[src/rtl/nn_pkg.sv]
// +--------------------------------------------------------------------------+
// | nn_pkg : shared widths, state encoding and ReLU/saturate/round quantiser |
// | Revision: 1.0                                                            |
// +--------------------------------------------------------------------------+
`default_nettype none

package nn_pkg;

    localparam int          DATA_W    = 8;
    localparam int          PROD_W    = 16;
    localparam int          ACC_W     = 23;
    localparam logic [7:0]  OUT_MAX   = 8'd127;
    localparam int          RND_SHIFT = 6;

    typedef enum logic [1:0] {
        IDLE  = 2'd0,
        MAC   = 2'd1,
        QUANT = 2'd2,
        DONE  = 2'd3
    } state_t;

    // Accumulator is at x64 scale: drop 6 fractional bits with round-half-up,
    // clamp negatives to zero and anything above OUT_MAX to OUT_MAX.
    function automatic logic [DATA_W-1:0] quant_relu(input logic signed [ACC_W-1:0] acc);
        logic [DATA_W:0] r;
        r = {1'b0, acc[RND_SHIFT+DATA_W-1:RND_SHIFT]}
          + {{DATA_W{1'b0}}, acc[RND_SHIFT-1]};
        if (acc[ACC_W-1])
            quant_relu = '0;
        else if (|acc[ACC_W-2:RND_SHIFT+DATA_W-1])
            quant_relu = OUT_MAX;
        else if (r > {1'b0, OUT_MAX})
            quant_relu = OUT_MAX;
        else
            quant_relu = r[DATA_W-1:0];
    endfunction

endpackage

`default_nettype wire

[src/rtl/relu_quant.sv]
// +--------------------------------------------------------------------------+
// | relu_quant : combinational wrapper around nn_pkg::quant_relu             |
// | Revision: 1.0                                                            |
// +--------------------------------------------------------------------------+
`default_nettype none

module relu_quant
    import nn_pkg::*;
(
    input  logic signed [ACC_W-1:0]  i_acc,
    output logic        [DATA_W-1:0] o_q
);

    assign o_q = quant_relu(i_acc);

endmodule

`default_nettype wire

[src/rtl/node_3_seq.sv]
// +--------------------------------------------------------------------------+
// | node_3_seq : time-multiplexed output neuron, one shared 8x8 MAC          |
// | Option macro NODE_3_PIPE_MUL_EN registers the product (one drain cycle). |
// | Revision: 1.0                                                            |
// +--------------------------------------------------------------------------+
`default_nettype none

module node_3_seq
    import nn_pkg::*;
#(
    parameter int                  N_IN  = 8,
    parameter logic [N_IN*8-1:0]   W_VEC = '0,
    parameter logic signed [15:0]  B0x   = 16'sd0
) (
    input  logic              clk,
    input  logic              reset,
    input  logic [N_IN*8-1:0] in_vec,
    input  logic              in_valid,
    output logic              in_ready,
    output logic [7:0]        out_data,
    output logic              out_valid,
    input  logic              out_ready
);

    localparam int                 c_idx_w    = $clog2(N_IN);
    localparam logic [c_idx_w-1:0] c_idx_last = c_idx_w'(N_IN - 1);

    state_t                    r_state;
    state_t                    w_state_next;
    logic [N_IN*8-1:0]         r_vec;
    logic [c_idx_w-1:0]        r_idx;
    logic signed [ACC_W-1:0]   r_acc;
    logic [DATA_W-1:0]         r_out;
    logic signed [DATA_W-1:0]  w_wt [N_IN];
    logic signed [DATA_W-1:0]  w_x;
    logic signed [DATA_W-1:0]  w_w;
    logic signed [PROD_W-1:0]  w_prod;
    logic [DATA_W-1:0]         w_q;
    logic                      w_last;
    logic                      w_mac_done;

    for (genvar i = 0; i < N_IN; i++) begin : g_wt
        assign w_wt[i] = W_VEC[8*i +: 8];
    end

    assign w_x    = r_vec[r_idx*8 +: 8];
    assign w_w    = w_wt[r_idx];
    assign w_prod = w_x * w_w;
    assign w_last = (r_idx == c_idx_last);

`ifdef NODE_3_PIPE_MUL_EN
    logic signed [PROD_W-1:0] r_prod;
    logic                     r_pvld;
    logic                     r_drain;

    assign w_mac_done = r_drain;
`else
    assign w_mac_done = w_last;
`endif

    relu_quant u_relu_quant (
        .i_acc (r_acc),
        .o_q   (w_q)
    );

    always_ff @(posedge clk or posedge reset) begin
        if (reset)
            r_state <= IDLE;
        else
            r_state <= w_state_next;
    end

    always_comb begin
        w_state_next = r_state;
        in_ready     = 1'b0;
        out_valid    = 1'b0;
        out_data     = r_out;
        case (r_state)
            IDLE: begin
                in_ready = !reset;
                if (in_valid)
                    w_state_next = MAC;
            end
            MAC: begin
                if (w_mac_done)
                    w_state_next = QUANT;
            end
            QUANT: begin
                w_state_next = DONE;
            end
            DONE: begin
                out_valid = 1'b1;
                if (out_ready)
                    w_state_next = IDLE;
            end
            default: w_state_next = IDLE;
        endcase
    end

    always_ff @(posedge clk or posedge reset) begin
        if (reset) begin
            r_vec   <= '0;
            r_idx   <= '0;
            r_acc   <= '0;
            r_out   <= '0;
`ifdef NODE_3_PIPE_MUL_EN
            r_prod  <= '0;
            r_pvld  <= 1'b0;
            r_drain <= 1'b0;
`endif
        end else begin
            case (r_state)
                IDLE: begin
                    if (in_valid) begin
                        r_vec <= in_vec;
                        r_acc <= ACC_W'(B0x);
                        r_idx <= '0;
                    end
                end
                MAC: begin
`ifdef NODE_3_PIPE_MUL_EN
                    // Product stage runs one cycle ahead of the accumulate stage.
                    if (!r_drain) begin
                        r_prod <= w_prod;
                        r_pvld <= 1'b1;
                        if (w_last) begin
                            r_drain <= 1'b1;
                            r_idx   <= '0;
                        end else begin
                            r_idx <= r_idx + 1'b1;
                        end
                    end
                    if (r_pvld)
                        r_acc <= r_acc + ACC_W'(r_prod);
                    if (r_drain) begin
                        r_drain <= 1'b0;
                        r_pvld  <= 1'b0;
                    end
`else
                    r_acc <= r_acc + ACC_W'(w_prod);
                    r_idx <= w_last ? '0 : r_idx + 1'b1;
`endif
                end
                QUANT: begin
                    r_out <= w_q;
                end
                default: ;
            endcase
        end
    end

endmodule

`default_nettype wire
[config.mk]
export PLATFORM = sky130hd
export DESIGN_NAME = node_3_seq
export DESIGN_NICKNAME = d
export VERILOG_FILES = /design/src/rtl/nn_pkg.sv /design/src/rtl/relu_quant.sv /design/src/rtl/node_3_seq.sv
export SDC_FILE = /design/constraint.sdc
export NUM_CORES = 1
export LEC_CHECK = 0
export ABC_AREA = 1
export CAP_MARGIN = 0
export CORE_MARGIN = 2
export CORE_UTILIZATION = 21
export DETAILED_ROUTE_END_ITERATION = 16
export GPL_ROUTABILITY_DRIVEN = 0
export PLACE_DENSITY = 0.84
export SLEW_MARGIN = 20
export SYNTH_ARGS = -nofsm -noshare
export SYNTH_HDL_FRONTEND = slang
export SYNTH_SLANG_ARGS = --single-unit
[constraint.sdc]
create_clock -name clk -period 3.1 [get_ports clk]
set_clock_uncertainty 0.05 [all_clocks]
set_input_delay 0.775 -clock clk [delete_from_list [all_inputs] [get_ports clk]]
set_output_delay 0.775 -clock clk [all_outputs]
set_load 0.005 [all_outputs]
==> Yosys cells after proc, flatten, opt, wreduce, memory -nomap -nowiden <==
Memory sizes are Yosys's and may differ from the RTL's.
Index checks and enable logic that the tools add are counted.
{ "totals": {"regBits": 100, "romBits": 64, "input_bits": 68, "output_inout_bits": 10, "wordCells": 44, "memories": 1} }
{ "op_classes": {"n_addsub": 3, "multipliers": 1, "n_lt_le_gt_ge": 2, "eq_ne": 7, "shifts": 1, "mux": 16, "bitwise": 1, "reduce_logical": 7} }
{ "mem_list": {"columns": ["memory", "depth", "width", "read_ports", "rd_ports_with_merged_regs", "wr", "line_no", "source"], "rows": [
  ["(name not given)", 8, 8, 1, 0, 0, "node_3_seq.sv:47", "assign w_w = w_wt[r_idx];"]
]} }
{ "op_table": {"columns": ["op", "n"], "rows": [
  ["64-bit by 7-bit variable part select with 8-bit output", 1],
  ["23-bit case mux with 2 select lines", 1],
  ["8-bit 2-to-1 mux", 5],
  ["23-bit by 16-bit adder with 23-bit output", 1],
  ["23-bit 2-to-1 mux", 1],
  ["8-bit by 8-bit multiplier with 16-bit output", 1],
  ["8-bit by 1-bit adder with 9-bit output", 1],
  ["9-bit by 7-bit greater-than comparator with 1-bit output, second input constant", 1],
  ["9-bit OR reduction", 1],
  ["2-bit case mux with 4 select lines", 1],
  ["2-bit 2-to-1 mux", 3],
  ["3-bit 2-to-1 mux", 2],
  ["2-bit inequality test, second input constant", 3],
  ["3-bit case mux with 2 select lines", 1],
  ["2-bit equality test, second input constant", 2],
  ["4-bit greater-or-equal comparator, second input constant", 1],
  ["3-bit inverter with 4-bit output", 1],
  ["2-bit AND reduction", 2],
  ["3-bit by 1-bit adder with 3-bit output, second input constant", 1],
  ["3-bit equality test, second input constant", 1],
  ["3-bit AND reduction", 1],
  ["2-bit by 1-bit equality test with 1-bit output, second input constant", 1],
  ["2-bit zero test", 1],
  ["1-bit 2-to-1 mux", 2],
  ["other kinds (2)", 2]
]} }

==> Depth between registers and ports, before layout <==
{ "logic_depth": {"word_depth": 7, "mapped_depth": 8, "mapped_depth_nobuf": 8} }

==> Modules after synthesis <==
Synthesis repeated with hierarchy kept, for this count alone.
{ "hier_totals": {"hier_cells": 146, "hier_area_um2": 1003.5} }
{ "by_module_without_submodules": {"columns": ["mod", "n_inst", "cells_per_inst", "area_per_inst_um2", "seq_area_each_um2"], "rows": [
  ["node_3_seq", 1, 78, 668.1, 325.3],
  ["relu_quant", 1, 68, 335.3, 0.0]
]} }

==> Worst setup path before layout <==
OpenSTA, ideal clock, no wires.
{ "synth_timing": {"path_type": "input to output", "from": "input reset", "to": "output in_ready", "arrival_ns": 0.881, "t_required_ns": 2.275, "path_slack_ns": 1.394, "stages": 1, "path_buffers": 0, "path_cell_list": "nor2_1"} }
{ "synth_via": {"elab_chain_len": 2} }
{ "synth_rtl": {"columns": ["item", "line_no", "source"], "rows": [
  ["from (decl)", "node_3_seq.sv:16", "input logic reset,"],
  ["1-bit zero test (no line)", null, null],
  ["1-bit 2-to-1 mux", "node_3_seq.sv:78", "case (r_state)"],
  ["to (decl)", "node_3_seq.sv:19", "output logic in_ready,"]
]} }
No other way between the ends.

==> Final worst setup path <==
Ends and elaborated chain as after synthesis.

==> metrics.txt <==
# TYPE chip_impl_metric gauge
chip_impl_metric{name="timing.hold.ws",unit="ns"} 0.4403
chip_impl_metric{name="io_pins",unit=""} 78
chip_impl_metric{name="grt_first_pass_wirelength",unit="um"} 1283
chip_impl_metric{name="postSynthRegisterBits",unit=""} 5
chip_impl_metric{name="cap_violations",unit=""} 0
chip_impl_metric{name="antenna-diode-count",unit=""} 0
chip_impl_metric{name="cts.repair.resized",unit=""} 0
chip_impl_metric{name="numCtsBuffers",unit=""} 3
chip_impl_metric{name="total_power",unit="mW"} 0.4159
chip_impl_metric{name="global_route.overflow_total",unit=""} 0
chip_impl_metric{name="postSynthAreaPerCell",unit="um2"} 7.530
chip_impl_metric{name="multi_input_area",unit="um2"} 217.7
chip_impl_info{name="crit_path_frequent_cell",value="sky130_fd_sc_hd__clkdlybuf4s50_1"} 1
chip_impl_metric{name="cts.sinks",unit=""} 5
chip_impl_metric{name="maximum_number_of_pins_on_one_net_before_global_route_repair",unit=""} 6
chip_impl_metric{name="groute.usage.overall",unit="%"} 7.532
chip_impl_metric{name="antenna_violating_nets_post_route",unit=""} 0
chip_impl_metric{name="cts_hold_repair.buffers",unit=""} 0
chip_impl_metric{name="muxShareOfSynthArea",unit="%"} 0
chip_impl_metric{name="finalSetupTns",unit="ns"} 0
chip_impl_metric{name="post_cts.repair.setup_buffers",unit=""} 0
chip_impl_metric{name="clkSlewWorstSetupHoldPaths",unit="ns"} 0.05
chip_impl_metric{name="layoutNonFillerInstCount",unit=""} 91
chip_impl_metric{name="synthAdderAreaFrac",unit="%"} 20.77
chip_impl_metric{name="fillerInstances",unit=""} 236
chip_impl_metric{name="dp.final_hpwl",unit="um"} 547.8
chip_impl_metric{name="post_drt_via_cell_ratio",unit=""} 3.571
chip_impl_metric{name="synth_xor_area_share",unit="%"} 0
chip_impl_metric{name="design.final.nets",unit=""} 140
chip_impl_metric{name="synthesized_area_fraction_occupied_by_and_or_nand_nor_cells",unit="%"} 22.55
chip_impl_metric{name="layout.area.seq",unit="um2"} 125.1
chip_impl_metric{name="max_freq",unit="MHz"} 379.9
chip_impl_metric{name="cp.buffers_inverters",unit=""} 2
chip_impl_metric{name="crit_required",unit="ns"} 2.27
chip_impl_info{name="worstPathCellList",value="clkdlybuf4s50_1 > nor2_1 > clkdlybuf4s50_1"} 1
chip_impl_metric{name="grt_pass1_vias",unit=""} 307
chip_impl_info{name="kind_of_start_point_of_the_critical_path",value="input pin"} 1
chip_impl_info{name="grt_setup_unrepaired",value="false"} 1
chip_impl_metric{name="cts_max_path_buffers",unit=""} 2
chip_impl_metric{name="core",unit="um2"} 1922
chip_impl_info{name="hold_class",value="reg -> reg"} 1
chip_impl_metric{name="drc",unit=""} 0
chip_impl_metric{name="h-tree-depth",unit=""} 1
chip_impl_metric{name="power.density",unit="nW/um2"} 835.2
chip_impl_metric{name="final_report_max_slew_violation_count",unit=""} 0
chip_impl_metric{name="final_min_period_over_clock_period",unit="%"} 84.91
chip_impl_metric{name="dr_total_vias",unit=""} 325
chip_impl_metric{name="wl_per_cell",unit="um"} 7.495
chip_impl_metric{name="detail_route.iter0.violations",unit=""} 7
chip_impl_metric{name="post_route_cells_drive_above_1_share",unit="%"} 7.813
chip_impl_metric{name="ys_seq_area_share",unit="%"} 29.67
chip_impl_metric{name="totalWireLength",unit="um"} 682
chip_impl_metric{name="area_fraction_in_compound_gates_after_synthesis",unit="%"} 1.187
chip_impl_metric{name="finalHoldViolCount",unit=""} 0
chip_impl_info{name="cts_tree",value="built"} 1
chip_impl_info{name="timing.setup.critical_path_class",value="in -> out"} 1
chip_impl_metric{name="max-vdd-ir-drop",unit="V"} 0.0002722
chip_impl_metric{name="num_rows",unit=""} 16
chip_impl_info{name="root_buffer",value="sky130_fd_sc_hd__clkbuf_4"} 1
chip_impl_metric{name="post_synth_inst_count",unit=""} 56
chip_impl_info{name="largest_family_of_logic_cells_by_synthesized_area",value="buffers and inverters"} 1
chip_impl_info{name="cp_slowest_cell",value="sky130_fd_sc_hd__clkdlybuf4s50_1"} 1
chip_impl_metric{name="netlist_area",unit="um2"} 421.7
chip_impl_metric{name="design.die.area",unit="um2"} 2382
chip_impl_metric{name="io_buffer_count",unit=""} 5
chip_impl_metric{name="dieHeight",unit="um"} 48.81
chip_impl_metric{name="yosys_warnings",unit=""} 0
chip_impl_metric{name="cpPeakStageDelay",unit="ns"} 0.50
chip_impl_info{name="endpoint_kind",value="output port"} 1
chip_impl_metric{name="drt-pass1-iter-count",unit=""} 2
chip_impl_metric{name="worst_skew_pair.late_latency",unit="ns"} 0.24
chip_impl_metric{name="final-setup-viol-count",unit=""} 0
chip_impl_metric{name="grt_antenna_before_repair",unit=""} 0
chip_impl_metric{name="effective_utilization_at_floorplan",unit="%"} 21.94
chip_impl_metric{name="synth.lib_cells_used.distinct",unit=""} 12
chip_impl_metric{name="area_growth",unit="%"} 18.10
chip_impl_metric{name="worstPathArrival",unit="ns"} 1.81
chip_impl_info{name="outcome",value="finished clean"} 1
chip_impl_metric{name="path_max_fanout",unit=""} 2
chip_impl_metric{name="finalWorstPathRequiredPeriod",unit="ns"} 2.632
chip_impl_info{name="crit_family",value="buffers and inverters"} 1
chip_impl_metric{name="leakagePower",unit="nW"} 0.2918
chip_impl_metric{name="die_x",unit="um"} 48.81
chip_impl_metric{name="dp_cells",unit=""} 87
[path summary, 6_finish.rpt]
check | cells past startpoint | to | slack, ns | startpoint
worst max-delay path | 3 | in_ready | 0.47 | reset
worst min-delay path | 2 | r_idx[2] | 0.44 | r_idx[2]
worst max register to register | 6 | r_state[0] | 1.81 | r_state[0]
worst min register to register | 2 | r_idx[2] | 0.44 | r_idx[2]
max in group asynchronous | 2 | r_state[1] | 2.11 | reset
min in group asynchronous | 2 | r_idx[2] | 0.72 | reset
[flip-flops by register name (all words and copies together) (netlist names)]
name     count
r_idx        3
r_state      2
[stage by stage]
stage / setup slack, ns / instance area, um2 / util (%)
after floorplan: 1.394 / 447.9 / -
after global placement: 0.4743 / 471.7 / 24.54
after detailed placement: 0.4626 / 471.7 / 24.54
after CTS: 0.4564 / 498.0 / 25.91
after global routing: 0.4267 / 498.0 / 25.91
final: 0.4677 / 498.0 / 25.91
[power breakdown]
group / total, mW / switching [mW] / internal, mW / leakage (nW)
Combinational: 0.215 / 0.125 / 0.0898 / 0.213
Sequential: 0.125 / 0.0258 / 0.0993 / 0.0642
Clock: 0.0762 / 0.0275 / 0.0487 / 0.0150
Total: 0.416 / 0.178 / 0.238 / 0.292
[cell usage after synthesis (all sizes together)]
library cell | number | area (um2)
conb | 1 | 3.750
inv | 12 | 45.04
nand4 | 2 | 12.51
ha | 7 | 87.58
nor2 | 1 | 3.750
buf | 8 | 60.06
nand2 | 15 | 58.81
nand3 | 4 | 20.02
o21ai | 1 | 5.000
dfrtp | 5 | 125.1
[worst register-to-register path: cells and delay by family, from the launching register on]
| kind | cells | cell delay, ns |
|---|---|---|
| adder cells (fa/ha/maj) | 1 | 0.23 |
| AND/OR/NAND/NOR | 4 | 0.40 |
| buffers and inverters | 1 | 0.10 |
| flip-flops | 1 | 0.40 |
[routing by layer]
metal / track usage (%) / part of all wire, %
met3: 5.521 / 8.4
met2: 10.73 / 45
met1: 8.015 / 46
met5: 0 / 0
met4: 4.286 / 0
[kinds of logic after synthesis]
logic type,Yosys count
adders and majority gates,7
AOI/OAI and AO/OA,1
and+or+nand+nor,22
DFF,5
other,1
buffers and inverters,20
[cells in the final DEF, fill, tap and decap left out, drive strengths merged]
cell type      count
nor2               1
clkdlybuf4s50      5
conb               8
clkbuf             4
nand4              2
dfrtp              5
nand2             15
o21ai              1
ha                 7
inv               12
nand3              4
[final cells by class]
class	count	share of cell area [%]
repair buffers	5	10.05
well taps	27	6.784
flip-flops and latches	5	25.13
multi-input cells	38	43.72
inverters	12	9.045
clock buffers	4	5.276
Power figures use the tool's default switching activity.
